**config.mk**
```make
export PLATFORM = sky130hd
export DESIGN_NAME = bch_enc_3_order_seq_flat
export DESIGN_NICKNAME = d
export VERILOG_FILES = /design/src/rtl/bch_enc_3_order_seq_if.sv /design/src/rtl/bch_enc_3_order_seq.sv /design/src/flat_wrapper.sv
export SDC_FILE = /design/constraint.sdc
export NUM_CORES = 1
export LEC_CHECK = 0
export ABC_AREA = 1
export CAP_MARGIN = 15
export CORE_UTILIZATION = 29
export DETAILED_ROUTE_END_ITERATION = 8
export GPL_TIMING_DRIVEN = 0
export PLACE_DENSITY = 0.53
export SLEW_MARGIN = 20
export SYNTH_ARGS = -nofsm -noshare
export SYNTH_HDL_FRONTEND = slang
export SYNTH_SLANG_ARGS = --single-unit
```
**constraint.sdc**
```tcl
create_clock -name clk -period 2.4 [get_ports clk]
set_input_delay 0.48 -clock clk [delete_from_list [all_inputs] [get_ports clk]]
set_output_delay 0.48 -clock clk [all_outputs]
set_load 0.01 [all_outputs]
```
**src/rtl/bch_enc_3_order_seq_if.sv**
```systemverilog
// Handshake/bus bundle for the bit-serial BCH(1023,993) encoder.
// BCH_ENC_SHORT_EN adds the shortened-code length input.
interface bch_enc_3_order_seq_if;
    logic in_ctr_start;
    logic in_ctr_en;
    logic in_msg_bit;
`ifdef BCH_ENC_SHORT_EN
    localparam int unsigned LEN_W = 10;
    logic [LEN_W-1:0] in_msg_len;
`endif
    logic out_code_bit;
    logic out_code_valid;
    logic out_msg_phase;
    logic out_busy;
    logic out_done;

    modport master (
`ifdef BCH_ENC_SHORT_EN
        output in_msg_len,
`endif
        output in_ctr_start, in_ctr_en, in_msg_bit,
        input  out_code_bit, out_code_valid, out_msg_phase, out_busy, out_done
    );

    modport slave (
`ifdef BCH_ENC_SHORT_EN
        input  in_msg_len,
`endif
        input  in_ctr_start, in_ctr_en, in_msg_bit,
        output out_code_bit, out_code_valid, out_msg_phase, out_busy, out_done
    );
endinterface

```
**src/rtl/bch_enc_3_order_seq.sv**
```systemverilog
// Bit-serial systematic BCH(1023,993) t=3 encoder: message pass-through then 30 parity bits.
// Optional macro BCH_ENC_SHORT_EN enables a per-codeword shortened message length.
module bch_enc_3_order_seq #(
    parameter int unsigned GF_LEN  = 10,
    parameter int unsigned MSG_LEN = 993,
    parameter int unsigned PAR_LEN = 30
) (
    input logic                  clk,
    input logic                  in_ctr_Arst_n,
    bch_enc_3_order_seq_if.slave bus
);
    localparam int unsigned       IW       = $clog2(GF_LEN + 1);
    localparam logic [GF_LEN-1:0] PRIM_LOW = GF_LEN'(10'h009);
    localparam logic [GF_LEN-1:0] MSG_LAST = GF_LEN'(MSG_LEN - 1);
    localparam logic [GF_LEN-1:0] PAR_LAST = GF_LEN'(PAR_LEN - 1);

    // GF(2^10) multiply modulo p(x) = x^10 + x^3 + 1
    function automatic logic [GF_LEN-1:0] gf_mul(input logic [GF_LEN-1:0] a,
                                                 input logic [GF_LEN-1:0] b);
        logic [GF_LEN-1:0] p;
        logic [GF_LEN-1:0] x;
        p = '0;
        x = a;
        for (int unsigned i = 0; i < GF_LEN; i++) begin
            if (b[IW'(i)]) p = p ^ x;
            x = {x[GF_LEN-2:0], 1'b0} ^ (x[GF_LEN-1] ? PRIM_LOW : '0);
        end
        return p;
    endfunction

    // Minimal polynomial of alpha^e as the product of (x + beta) over its conjugates
    function automatic logic [GF_LEN:0] min_poly(input int unsigned e);
        logic [GF_LEN:0][GF_LEN-1:0] c;
        logic [GF_LEN-1:0]           b;
        logic [GF_LEN:0]             m;
        b = GF_LEN'(1);
        for (int unsigned i = 0; i < e; i++) b = gf_mul(b, GF_LEN'(2));
        c    = '0;
        c[0] = GF_LEN'(1);
        for (int unsigned j = 0; j < GF_LEN; j++) begin
            for (int unsigned k = GF_LEN; k > 0; k--)
                c[IW'(k)] = c[IW'(k - 1)] ^ gf_mul(c[IW'(k)], b);
            c[0] = gf_mul(c[0], b);
            b    = gf_mul(b, b);
        end
        for (int unsigned k = 0; k <= GF_LEN; k++) m[IW'(k)] = c[IW'(k)][0];
        return m;
    endfunction

    function automatic logic [PAR_LEN:0] poly_mul(input logic [PAR_LEN:0] a,
                                                  input logic [GF_LEN:0]  b);
        logic [PAR_LEN:0] p;
        p = '0;
        for (int unsigned i = 0; i <= GF_LEN; i++)
            if (b[IW'(i)]) p = p ^ (a << i);
        return p;
    endfunction

    // g(x) = m1 * m3 * m5; the x^30 term stays implicit in the LFSR
    localparam logic [PAR_LEN:0]   G_FULL   = poly_mul(poly_mul((PAR_LEN + 1)'(min_poly(1)),
                                                                min_poly(3)), min_poly(5));
    localparam logic [PAR_LEN-1:0] GEN_POLY = G_FULL[PAR_LEN-1:0];

    typedef enum logic [1:0] {IDLE, MSG, PAR} state_t;

    state_t             state_q, state_d;
    logic [PAR_LEN-1:0] r_q, r_d;
    logic [GF_LEN-1:0]  cnt_q, cnt_d;
    logic [GF_LEN-1:0]  msg_last;
    logic               fin_q, fin_d;
    logic               fb;
    logic               code_bit_d, code_valid_d, msg_phase_d, busy_d, done_d;

`ifdef BCH_ENC_SHORT_EN
    logic [GF_LEN-1:0] msg_last_q, msg_last_d;
    assign msg_last = msg_last_q;
`else
    assign msg_last = MSG_LAST;
`endif

    // Next-state, parity LFSR and output staging
    always_comb begin
        state_d      = state_q;
        r_d          = r_q;
        cnt_d        = cnt_q;
        fin_d        = 1'b0;
        code_bit_d   = 1'b0;
        code_valid_d = 1'b0;
        msg_phase_d  = 1'b0;
        done_d       = fin_q;
        fb           = bus.in_msg_bit ^ r_q[PAR_LEN-1];
`ifdef BCH_ENC_SHORT_EN
        msg_last_d   = msg_last_q;
`endif
        unique case (state_q)
            IDLE: begin
                if (bus.in_ctr_start) begin
                    r_d     = '0;
                    cnt_d   = '0;
                    state_d = MSG;
`ifdef BCH_ENC_SHORT_EN
                    if (bus.in_msg_len == '0 || bus.in_msg_len > GF_LEN'(MSG_LEN))
                        msg_last_d = MSG_LAST;
                    else
                        msg_last_d = bus.in_msg_len - GF_LEN'(1);
`endif
                end
            end
            MSG: begin
                if (bus.in_ctr_en) begin
                    r_d          = {r_q[PAR_LEN-2:0], 1'b0} ^ (fb ? GEN_POLY : '0);
                    code_bit_d   = bus.in_msg_bit;
                    code_valid_d = 1'b1;
                    msg_phase_d  = 1'b1;
                    cnt_d        = cnt_q + GF_LEN'(1);
                    if (cnt_q == msg_last) begin
                        cnt_d   = '0;
                        state_d = PAR;
                    end
                end
            end
            PAR: begin
                if (bus.in_ctr_en) begin
                    r_d          = r_q << 1;
                    code_bit_d   = r_q[PAR_LEN-1];
                    code_valid_d = 1'b1;
                    cnt_d        = cnt_q + GF_LEN'(1);
                    if (cnt_q == PAR_LAST) begin
                        cnt_d   = '0;
                        state_d = IDLE;
                        fin_d   = 1'b1;
                    end
                end
            end
            default: state_d = IDLE;
        endcase
        // busy stays up through the cycle between the last parity bit and done
        busy_d = (state_d != IDLE) || fin_d;
    end

    always_ff @(posedge clk or negedge in_ctr_Arst_n) begin
        if (!in_ctr_Arst_n) begin
            state_q            <= IDLE;
            r_q                <= '0;
            cnt_q              <= '0;
            fin_q              <= 1'b0;
            bus.out_code_bit   <= 1'b0;
            bus.out_code_valid <= 1'b0;
            bus.out_msg_phase  <= 1'b0;
            bus.out_busy       <= 1'b0;
            bus.out_done       <= 1'b0;
`ifdef BCH_ENC_SHORT_EN
            msg_last_q         <= MSG_LAST;
`endif
        end else begin
            state_q            <= state_d;
            r_q                <= r_d;
            cnt_q              <= cnt_d;
            fin_q              <= fin_d;
            bus.out_code_bit   <= code_bit_d;
            bus.out_code_valid <= code_valid_d;
            bus.out_msg_phase  <= msg_phase_d;
            bus.out_busy       <= busy_d;
            bus.out_done       <= done_d;
`ifdef BCH_ENC_SHORT_EN
            msg_last_q         <= msg_last_d;
`endif
        end
    end
endmodule

```
**src/flat_wrapper.sv**
```systemverilog
// flat-port wrapper written by rule: the top's interface ports become plain ports
module bch_enc_3_order_seq_flat 
#(
    parameter int unsigned GF_LEN  = 10,
    parameter int unsigned MSG_LEN = 993,
    parameter int unsigned PAR_LEN = 30
)
  (clk, in_ctr_Arst_n, bus_in_ctr_start, bus_in_ctr_en, bus_in_msg_bit, bus_out_code_bit, bus_out_code_valid, bus_out_msg_phase, bus_out_busy, bus_out_done);
  bch_enc_3_order_seq_if bus_i ();
  input logic clk;
  input logic in_ctr_Arst_n;
  input wire logic [$bits(bus_i.in_ctr_start)-1:0] bus_in_ctr_start;
  input wire logic [$bits(bus_i.in_ctr_en)-1:0] bus_in_ctr_en;
  input wire logic [$bits(bus_i.in_msg_bit)-1:0] bus_in_msg_bit;
  output wire logic [$bits(bus_i.out_code_bit)-1:0] bus_out_code_bit;
  output wire logic [$bits(bus_i.out_code_valid)-1:0] bus_out_code_valid;
  output wire logic [$bits(bus_i.out_msg_phase)-1:0] bus_out_msg_phase;
  output wire logic [$bits(bus_i.out_busy)-1:0] bus_out_busy;
  output wire logic [$bits(bus_i.out_done)-1:0] bus_out_done;
  assign bus_i.in_ctr_start = bus_in_ctr_start;
  assign bus_i.in_ctr_en = bus_in_ctr_en;
  assign bus_i.in_msg_bit = bus_in_msg_bit;
  assign bus_out_code_bit = bus_i.out_code_bit;
  assign bus_out_code_valid = bus_i.out_code_valid;
  assign bus_out_msg_phase = bus_i.out_msg_phase;
  assign bus_out_busy = bus_i.out_busy;
  assign bus_out_done = bus_i.out_done;
  bch_enc_3_order_seq #(.GF_LEN(GF_LEN), .MSG_LEN(MSG_LEN), .PAR_LEN(PAR_LEN)) u_core (.clk(clk), .in_ctr_Arst_n(in_ctr_Arst_n), .bus(bus_i));
endmodule
```
# Word level (Yosys, flattened, before mapping)
# Cells that the tools add are included.
[word_totals]
ff_bits = 48
elab_cells = 51
[op_classes]
n_addsub = 1
eq_ne = 7
n_mux = 26
n_bitwise = 2
n_reduce_logical = 6
[op_table]
columns = ["op", "count"]
rows = [
  ["$mux W30", 3],
  ["$pmux W30 S3", 1],
  ["$mux W10", 5],
  ["$pmux W10 S3", 1],
  ["$xor A30 B30 Y30", 1],
  ["$mux W29", 1],
  ["$add A10 B1 Y10 const B", 1],
  ["$eq A10 B10 Y1 const B", 1],
  ["$eq A10 B5 Y1 const B", 1],
  ["$mux W2", 5],
  ["$mux W1", 8],
  ["$ne A2 B2 Y1 const B", 3],
  ["$pmux W2 S3", 1],
  ["$reduce_and A4 Y1", 1],
  ["$reduce_bool A3 Y1", 1],
  ["$eq A2 B1 Y1 const B", 1],
  ["$eq A2 B2 Y1 const B", 1],
  ["$logic_not A2 Y1", 1],
  ["$pmux W1 S2", 1],
  ["$reduce_bool A2 Y1", 1],
  ["$reduce_or A2 Y1", 1],
  ["$logic_or A1 B1 Y1", 1],
  ["$xor A1 B1 Y1", 1],
]

# Longest topological paths before layout
[depth]
word_depth = 6
ltp_mapped = 12
ltp_nobuf = 11

# Worst setup path after synthesis
# Ideal clock, no wire load.
[synth_timing]
path_type = "reg2reg"
from = "register u_core.state_q[0]"
to = "register u_core.r_q[16]"
setup_ns = 0.126
arrival_ns = 1.436
path_slack_ns = 0.837
stages_incl_launch_ff = 10
cell_sequence = "dfrtp_1 inv_1 ha_1 nor2_2 buf_6 inv_2 o21ai_2 inv_2 nor2_1 o22ai_1"
[synth_via]
elab_chain_len = 3
[synth_rtl]
columns = ["element", "line_no", "text"]
rows = [
  ["start, declared", "bch_enc_3_order_seq.sv:66", "state_t state_q, state_d;"],
  ["start signal, assigned", "bch_enc_3_order_seq.sv:156", "state_q <= state_d;"],
  ["$eq A2 B2 Y1 (tied with other cells)", "bch_enc_3_order_seq.sv:95", "unique case (state_q)"],
  ["$ne A2 B2 Y1 (no source line) or $reduce_bool A3 Y1 (tied branches)", "n/a", ""],
  ["$reduce_and A4 Y1 (no source line)", "n/a", ""],
  ["end signal, assigned", "bch_enc_3_order_seq.sv:157", "r_q <= r_d;"],
  ["end, declared", "bch_enc_3_order_seq.sv:67", "logic [PAR_LEN-1:0] r_q, r_d;"],
]
# Several ways; a longest one is shown, not always the timed one.
# A chain may end at the register's enable or synchronous reset.

# Final worst setup path
[layout_timing]
from = "register u_core.state_q[1]"
to = "register u_core.r_q[8]"
# Same word-level chain as after synthesis.

==> flow_summary.ini <==
[status]
status = finished, final reports clean

[grt]
use_met1_pct = 17.8
top_usage_layer = met2
grt_first_pass_wirelength_um = 8990
grt_max_degree = 49
antenna_found_initial = 0
grtUsageTotal_pct = 13.2
first_global_vias = 1876
met2_usage_pct = 21.5
grt.overflow.total = 0
use_met3_pct = 3.14

[power]
p_switching_mw = 0.851
seqPwrFrac_pct = 50.4
combPwrFrac_pct = 28.4
peakVddDrop_uv = 264
swShare_pct = 35.4
p_int_mw = 1.56
power_density_nw_per_um2 = 863
p_leak_nw = 1.31
clkPwrFrac_pct = 21.2

[synthesis]
syn-num-nets = 294
yosys-top-cells-area = dfrtp_1 (49%), nand2_1 (7.6%), inv_1 (5.9%)
synth_area_per_cell_um2 = 8.81
synth.top_cell.area_share_pct = 48.5
netlist_area_um2 = 2480
ys_seq_area_share_pct = 48.5
ys_ff_latch = 48
synthDistinctLibCells = 32
yosys.area.top_type = dfrtp_1
synthFlopType = dfrtp_1
synth_edf_count = 0
synthCells = 281
yosys_warnings = 0
ys_async_sr_fraction_pct = 100

[setup_path]
slowest_delay_ns = 0.58
cpMostUsedCell = inv_1
cp_data_arrival_time_ns = 2.13
rr_startpoint = u_core.state_q[1]
reg2reg_to = u_core.r_q[8]
slowest_stage = nor2_1
regToRegSetupSlack_ns = 0.50
setup.worst_path.class = reg2reg
crit_fanout = 10
end_kind = flop
r2r_cells = 6
start_kind = flop
path_cells = inv_1, ha_1, inv_1, nor2_1, o21ai_0, o21ai_1
worstPathRequired_ns = 2.63

[cells_and_area]
drive_gt1_share_pct = 14.4
syn2layout_area_growth_pct = 12.6
fin_nets = 310
final_common_cell = nand2_1
final_cell_mix = nand2_1 (50), dfrtp_1 (48), inv_1 (39), nand3_1 (25), nor2_1 (23)
finalCoreUtilization_pct = 33.8
fillers = 867
antenna_cells = 0

[cts]
clock_latency_ns = 0.30
cts_made_buffers = 5
cts_tree = yes
clock_path_buffers = 2
holdBufCountCts = 0
cts_setup_buffers = 0
cts.repair.resized = 0
cts.sinks = 48
cts.htree.levels = 2
clk_pin_slew_worst_paths_ns = 0.09
cts_root_buffer = clkbuf_8

[timing]
timing.final.ws_setup_ns = 0.500
slew_headroom_pct = 51.1
max_freq_ghz = 0.526
finalClockSkew_ns = 0.00683
slew_viol_final = 0
fin_crit_sh_pct = 79.2
finalHoldViolCount = 0
grt_setup_unrepaired = false
finalCriticalPeriod_ns = 1.90
max_slew.worst_pin.slew_ns = 0.730
finalSetupViolations = 0

[route]
ant_nets = 0
vias_per_cell = 4.64
dr.first_iter.drc_count = 72
first_pass_iters = 4
vias = 1871
drt-wirelength-per-cell_um = 13.0
wl_um = 5220
drc_errors = 0

[die]
boundaryPins = 10
fp.dieW_um = 94.4
core_um2 = 8260
start_util_pct = 30.0
die_h_um = 94.4
rows = 33
die_area_um2 = 8910

[flow_run]
max_cap_viol_count = 0

[placed_design]
port_buffers = 9
dp_hpwl_um = 3550
finalWeightedCongestion = 0.833
place_ws_ns = 0.300

[hold_path]
hp-class = in2async
cells in the mapped netlist, types with 2 or more instances:
cell type and instances:
nand2_1 50, dfrtp_1 48, inv_1 39, nand3_1 25, nor2_1 23, o21ai_1 19
buf_6 8, ha_1 8, o21ai_0 8, a21oi_1 7, nor2_2 6, o31ai_2 6
nand4_1 5, inv_2 4, o31ai_1 3, buf_2 2, nor2_4 2, o211ai_1 2
o22ai_1 2, xor2_1 2
logic make-up (layout without fill, tap and decap cells):
kind of cell    after synthesis  after routing  share of synthesized area (%)
compound gates               53             53                           14.6
simple gates                115            115                           21.0
flops                        48             48                           48.5
fa+ha+maj                     8              8                           4.04
buf+inv                      54             71                           10.9
xor+xnor                      3              3                           1.06
state kept, by name, indices dropped and copies added, names as in the netlist:
register and flops:
u_core.bus.out_done 1, u_core.state_q 2, u_core.bus.out_code_valid 1, u_core.bus.out_msg_phase 1, u_core.cnt_q 10, u_core.done_d 1
u_core.r_q 30, u_core.bus.out_busy 1, u_core.bus.out_code_bit 1
routing by layer:
| layer | part of all wire (%) | wire, um |
|---|---|---|
| met5 | 0 | 0 |
| met1 | 49 | 2580 |
| met3 | 3.9 | 202 |
| met2 | 46 | 2410 |
| met4 | 0.48 | 25 |
metrics by stage:
stage	power [mW]	area [um2]	hold slack (ns)	std cells	setup TNS (ns)
6_report	2.41	2790	0.186	403	0
4_1_cts	2.44	2790	0.214	403	0
2_1_floorplan	1.72	2480	0.184	281	0
5_1_grt	2.61	2790	0.223	403	0
3_5_place_dp	1.92	2700	0.347	395	0
3_3_place_gp	1.90	2700	0.336	395	-30.31
worst max-delay path: cells and delay by family (launching register included):
family / cells / cell delay, ns
buffers and inverters: 2 / 0.20
AO/OA/AOI/OAI: 2 / 0.33
flip-flops: 1 / 0.42
adder cells (fa/ha/maj): 1 / 0.30
AND/OR/NAND/NOR: 1 / 0.58
power by group through the flow:
stage	clock network, mW	logic (mW)	registers [mW]
finish	0.510	0.684	1.21
global route	0.565	0.793	1.25
CTS	0.533	0.696	1.21
detailed placement	0	0.693	1.23
global placement	0	0.679	1.22
floorplan	0	0.542	1.18
area by class of cell:
type	instances	area [um2]	share of cell area [%]
plain buffers	11	108	3.86
clock buffers	7	86.3	3.10
clock inverters	1	7.51	0.269
inverters	43	161	5.79
multi-input cells	179	1010	36.1
flip-flops and latches	48	1200	43.1
well taps	105	131	4.71
repair buffers	9	87.6	3.14
worst max path at each step:
stage,startpoint,to,slack (ns),cells after the start
floorplan,u_core.state_q[0],u_core.r_q[16],0.84,9
global placement,in_ctr_Arst_n,u_core.state_q[0],-0.63,1
detailed placement,bus_in_msg_bit,u_core.r_q[8],0.30,5
CTS,u_core.state_q[1],u_core.r_q[8],0.44,6
global route,u_core.state_q[1],u_core.r_q[4],0.26,6
finish,u_core.state_q[1],u_core.r_q[8],0.50,6
No activity file was read; power rests on OpenSTA's default activity.
